==> src/rtl/setting_ctrl.sv <==
// Setting-path front end: synchronizes and debounces the mode/position/up buttons,
// then steps the setting mode and field position and issues field increment pulses.
//
// state (setting_mode) | meaning
// MODE_CLOCK           | normal timekeeping; position and up events ignored
// MODE_SETUP           | editing time; position cycles SEC->MIN->HOUR, up increments
// MODE_ALARM           | editing alarm; same field handling as SETUP
module setting_ctrl #(
  parameter int DEBOUNCE_CNT = 500000,
  parameter int CNT_W        = 20
) (
  input  logic       clk,
  input  logic       rst_n,
  input  logic       i_sw_mode,
  input  logic       i_sw_position,
  input  logic       i_sw_up,
  output logic [1:0] setting_mode,
  output logic [1:0] setting_position,
  output logic       o_inc_pulse
);

  typedef enum logic [1:0] {
    MODE_CLOCK = 2'd0,
    MODE_SETUP = 2'd1,
    MODE_ALARM = 2'd2
  } mode_t;

  typedef enum logic [1:0] {
    POS_SEC  = 2'd0,
    POS_MIN  = 2'd1,
    POS_HOUR = 2'd2
  } pos_t;

  localparam logic [CNT_W-1:0] CNT_LAST = CNT_W'(DEBOUNCE_CNT - 1);

  // bit 0 = mode, bit 1 = position, bit 2 = up
  logic [2:0]       raw;
  logic [2:0]       sync1;
  logic [2:0]       sync2;
  logic [2:0]       deb;
  logic [2:0]       deb_q;
  logic [2:0]       ev;
  logic [CNT_W-1:0] cnt [3];

  mode_t mode_q, mode_d;
  pos_t  pos_q, pos_d;
  logic  inc_q, inc_d;

  assign raw = {i_sw_up, i_sw_position, i_sw_mode};

  always_ff @(posedge clk or negedge rst_n) begin
    if (!rst_n) begin
      sync1 <= '0;
      sync2 <= '0;
      deb   <= '0;
      deb_q <= '0;
      ev    <= '0;
      for (int i = 0; i < 3; i++) cnt[i] <= '0;
    end else begin
      sync1 <= raw;
      sync2 <= sync1;
      deb_q <= deb;
      // event is registered so it lines up one cycle after the debounced edge
      ev    <= deb & ~deb_q;
      for (int i = 0; i < 3; i++) begin
        if (sync2[i] == deb[i]) begin
          cnt[i] <= '0;
        end else if (cnt[i] == CNT_LAST) begin
          cnt[i] <= '0;
          deb[i] <= ~deb[i];
        end else begin
          cnt[i] <= cnt[i] + 1'b1;
        end
      end
    end
  end

  always_ff @(posedge clk or negedge rst_n) begin
    if (!rst_n) begin
      mode_q <= MODE_CLOCK;
      pos_q  <= POS_SEC;
      inc_q  <= 1'b0;
    end else begin
      mode_q <= mode_d;
      pos_q  <= pos_d;
      inc_q  <= inc_d;
    end
  end

  // one event per cycle: mode beats position beats up, losers are dropped
  always_comb begin
    mode_d = mode_q;
    pos_d  = pos_q;
    inc_d  = 1'b0;
    if (ev[0]) begin
      pos_d = POS_SEC;
      case (mode_q)
        MODE_CLOCK: mode_d = MODE_SETUP;
        MODE_SETUP: mode_d = MODE_ALARM;
        default:    mode_d = MODE_CLOCK;
      endcase
    end else if (ev[1]) begin
      if (mode_q != MODE_CLOCK) begin
        case (pos_q)
          POS_SEC: pos_d = POS_MIN;
          POS_MIN: pos_d = POS_HOUR;
          default: pos_d = POS_SEC;
        endcase
      end
    end else if (ev[2]) begin
      inc_d = (mode_q != MODE_CLOCK);
    end
  end

  assign setting_mode     = mode_q;
  assign setting_position = pos_q;
  assign o_inc_pulse      = inc_q;

endmodule
==> config.mk <==
export PLATFORM = sky130hd
export DESIGN_NAME = setting_ctrl
export DESIGN_NICKNAME = d
export VERILOG_FILES = /design/src/rtl/setting_ctrl.sv
export SDC_FILE = /design/constraint.sdc
export NUM_CORES = 1
export LEC_CHECK = 0
export CAP_MARGIN = 20
export CORE_UTILIZATION = 60
export CTS_BUF_LIST = sky130_fd_sc_hd__clkbuf_8
export DETAILED_ROUTE_END_ITERATION = 8
export GPL_TIMING_DRIVEN = 0
export HOLD_SLACK_MARGIN = 0.1
export PLACE_DENSITY = 0.79
export SYNTH_ARGS = -nofsm -noshare
export SYNTH_HDL_FRONTEND = slang
export SYNTH_SLANG_ARGS = --single-unit
export TNS_END_PERCENT = 5
==> constraint.sdc <==
create_clock -name clk -period 2.4 [get_ports clk]
set_input_delay 0.48 -clock clk [delete_from_list [all_inputs] [get_ports clk]]
set_output_delay 0.48 -clock clk [all_outputs]
set_load 0.01 [all_outputs]
==> impl_summary.log <==
INFO  metric core_area = 5960 sq um
INFO  metric postSynthAreaPerCell = 10.2 sq um
INFO  metric post-route-worst-setup-slack = 180 ps
INFO  metric fmax = 450 MHz
INFO  metric synthCells = 364
INFO  metric yosysWarningCount = 0
INFO  metric place_hpwl = 4.57 mm
INFO  metric vias_per_cell = 5.72
INFO  metric synth_cell_type_count = 35
INFO  metric worst_pin_slew = 601 ps
INFO  metric cts-root-buf = clkbuf_8
INFO  metric number_of_cts_inserted_buffers = 9
INFO  metric synth_top_area_share = 53.7%
INFO  metric power.share.switching = 21.5%
INFO  metric crit_fanout = 10
INFO  metric first_global_vias = 2,614
INFO  metric max-vdd-ir-drop = 0.000505 V
INFO  metric synth_area_leader_cell = dfrtp_1
INFO  metric critPathLaunch = cnt[20]
INFO  metric boundaryPins = 10
INFO  metric postSynth.asyncResetShare = 100%
INFO  metric synthMostInstantiatedCell = dfrtp_1
INFO  metric detailedRoute.firstPassIterationCount = 4
INFO  metric finish.utilization = 70.3%
INFO  metric synth_edf_count = 0
INFO  metric maxSlewViolCount = 0
INFO  metric final.hold.worst_slack = 362 ps
INFO  metric worstSetupStartpointType = flop
INFO  metric wl_per_cell = 14.1 um
INFO  metric n_antenna_cell = 0
INFO  metric dr_total_vias = 2,664
INFO  metric postCtsSetupRepairBufs = 0
INFO  metric synth_seq_area_share = 53.7%
INFO  metric place_congestion = 0.816
INFO  metric final.setup_skew = 7.25 ps
INFO  metric die-height = 80.8 um
INFO  metric grt_first_pass_wirelength = 11.5 mm
INFO  metric ff_to_ff_start = cnt[20]
INFO  metric worst_ep_arrival_time = 2450 ps
INFO  metric cellInternalPower = 0.00209 W
INFO  metric tritoncts = yes
INFO  metric crit_path_end_kind = flop
INFO  metric antenna_violating_nets_post_route = 0
INFO  metric initial_core_util = 62.6%
INFO  metric fin_tns_setup = 0 ps
INFO  metric final-hold-violation-count = 0
INFO  metric drt_first_iter_violations = 178
INFO  metric reg2reg_setup_slack = 180 ps
INFO  metric grt.total_usage = 23.5%
INFO  metric grt_antenna_before_repair = 0
INFO  metric power.combinational.fraction = 3.7%
INFO  metric ff2ff_path_depth = 6
INFO  metric dieArea = 6530 sq um
INFO  metric synth_top_flop_cell = dfrtp_1
INFO  metric final_period_minus_worst_setup_slack = 2220 ps
INFO  metric synth.area.top_cells = dfrtp_1 54%, xnor2_1 8.7%, nor2_1 6.2%, nand4_1 3.4%, xor2_1 2.6%
INFO  metric rsz_0062_raised_after_global_routing = false
INFO  metric cp.required = 2630 ps
INFO  metric synth.top_cells.by_count = 80 x dfrtp_1, 62 x nor2_1, 37 x xnor2_1
INFO  metric total_setup_violations_reported_at_the_end_of_the_flow = 0
INFO  metric switching_power = 0.000573 W
INFO  metric grt_start_max_net_pins = 67
INFO  metric criticalPathCategory = reg2reg
INFO  metric drive_above_1_share = 8.44%
INFO  metric status = finished, final reports clean
INFO  metric power_frac_seq = 51.8%
INFO  metric holdCritPathClass = reg2reg
INFO  metric cp-endpoint = cnt[36]
INFO  metric synthToLayoutAreaGrowth = 12.4%
INFO  metric ctsHtreeMaxLevel = 3
INFO  metric power_density = 636 nW/um^2
INFO  metric relSlewSlack = 59.8%
INFO  metric report.power.total = 0.00266 W
INFO  metric final_min_period_over_clock_period = 92.5%
INFO  metric max-clock-path-buffers = 2
INFO  metric worst_r2r_endpoint = cnt[36]
INFO  metric clk_lat_worst_skew = 340 ps
INFO  metric synthesized_nets = 372
INFO  metric numPortBuffers = 9
INFO  metric clkSlewWorstSetupHoldPaths = 80 ps
INFO  metric drv_cap = 0
INFO  metric synth.cell_area = 3730 sq um
INFO  metric fp-row-count = 28
INFO  metric pre_cts_ws = 199 ps
INFO  metric total_grt_overflow = 0
INFO  metric synth.ff_latch_count = 80
INFO  metric clockPowerShare = 44.6%
INFO  metric num-nets-final = 394
INFO  metric power.leakage = 1.71 nW
INFO  metric tritoncts_num_sinks = 80
INFO  metric totalWireLength = 6.56 mm
INFO  metric fp.dieW = 80.8 um
INFO  metric route.detailed.drc = 0
[registers in the layout, summed over array words and instances (netlist names)]
| signal | count |
|---|---|
| deb_q | 3 |
| setting_position | 2 |
| sync1 | 3 |
| o_inc_pulse | 1 |
| ev | 3 |
| cnt | 60 |
| deb | 3 |
| sync2 | 3 |
| setting_mode | 2 |
[cells by family after synthesis]
family | share of synthesized area [%]
adder cells (fa/ha/maj) | 1.01
AO/OA/AOI/OAI | 4.80
flip-flops | 53.7
multiplexers | 1.44
buffers and inverters | 2.79
XOR/XNOR | 11.3
AND/OR/NAND/NOR | 24.9
[stage by stage]
step,instance area (sq um),std cells
3_3_place_gp,3910,448
6_report,4190,466
3_5_place_dp,3940,449
2_1_floorplan,3730,364
5_1_grt,4190,466
4_1_cts,4190,466
[worst min-delay path by stage]
stage,start,to,cells past startpoint
global route,sync1[1],sync2[1],0
floorplan,rst_n,cnt[0],0
detailed placement,sync1[1],sync2[1],0
finish,sync1[1],sync2[1],0
global placement,sync1[0],sync2[0],0
CTS,sync1[1],sync2[1],0
[placed cells by master (no fill, tap or decap), types with 8 or more instances in the layout]
cell type and count:
dfrtp_1 80, nor2_1 62, xnor2_1 37, nand4_1 20
nand2_1 19, nand3_1 19, nor3_1 19, inv_1 12
nor4_1 12, o21ai_0 11, xor2_1 11, a21oi_1 10
or3_1 9, clkbuf_8 9, clkdlybuf4s50_1 8
[layout make-up]
type,count,area (sq um)
flip-flops and latches,80,2000
multi-input cells,262,1620
well taps,75,93.8
plain buffers,10,58.8
fillers,467,1770
clock inverters,7,120
clock buffers,9,124
inverters,12,45.0
repair buffers,11,125
[power by group through the flow]
stage	combinational [W]	clock [W]	sequential (W)
3_5_place_dp	0.0000989	0	0.00141
6_report	0.0000976	0.00119	0.00138
3_3_place_gp	0.0000910	0	0.00141
5_1_grt	0.000113	0.00127	0.00138
2_1_floorplan	0.0000495	0	0.00140
4_1_cts	0.000101	0.00122	0.00138
[critical path, cell delays in order, from the launching register on]
cell and delay (ps):
dfrtp_1 430, ha_1 250, nand4_1 260, or4_4 630, o21bai_4 290, buf_6 190, nor2_1 50
[what timing repair did]
item / CTS / global route
hold buffers: 1 / 0
endpoints found under the hold margin: 14 / 0
resized for setup: 0 / 0
[per-layer routing]
metal  GRT usage, %  part of all wire [%]  wire length (um)  vias to the layer above
met5              0                     0                 0                        -
met4           12.1                   2.0               134                        0
met3           4.38                   3.0               197                       12
met2           37.1                    47              3090                       52
met1           30.9                    48              3140                     1284
li1               -                     -                 -                     1316
Power figures use the tool's default switching activity.
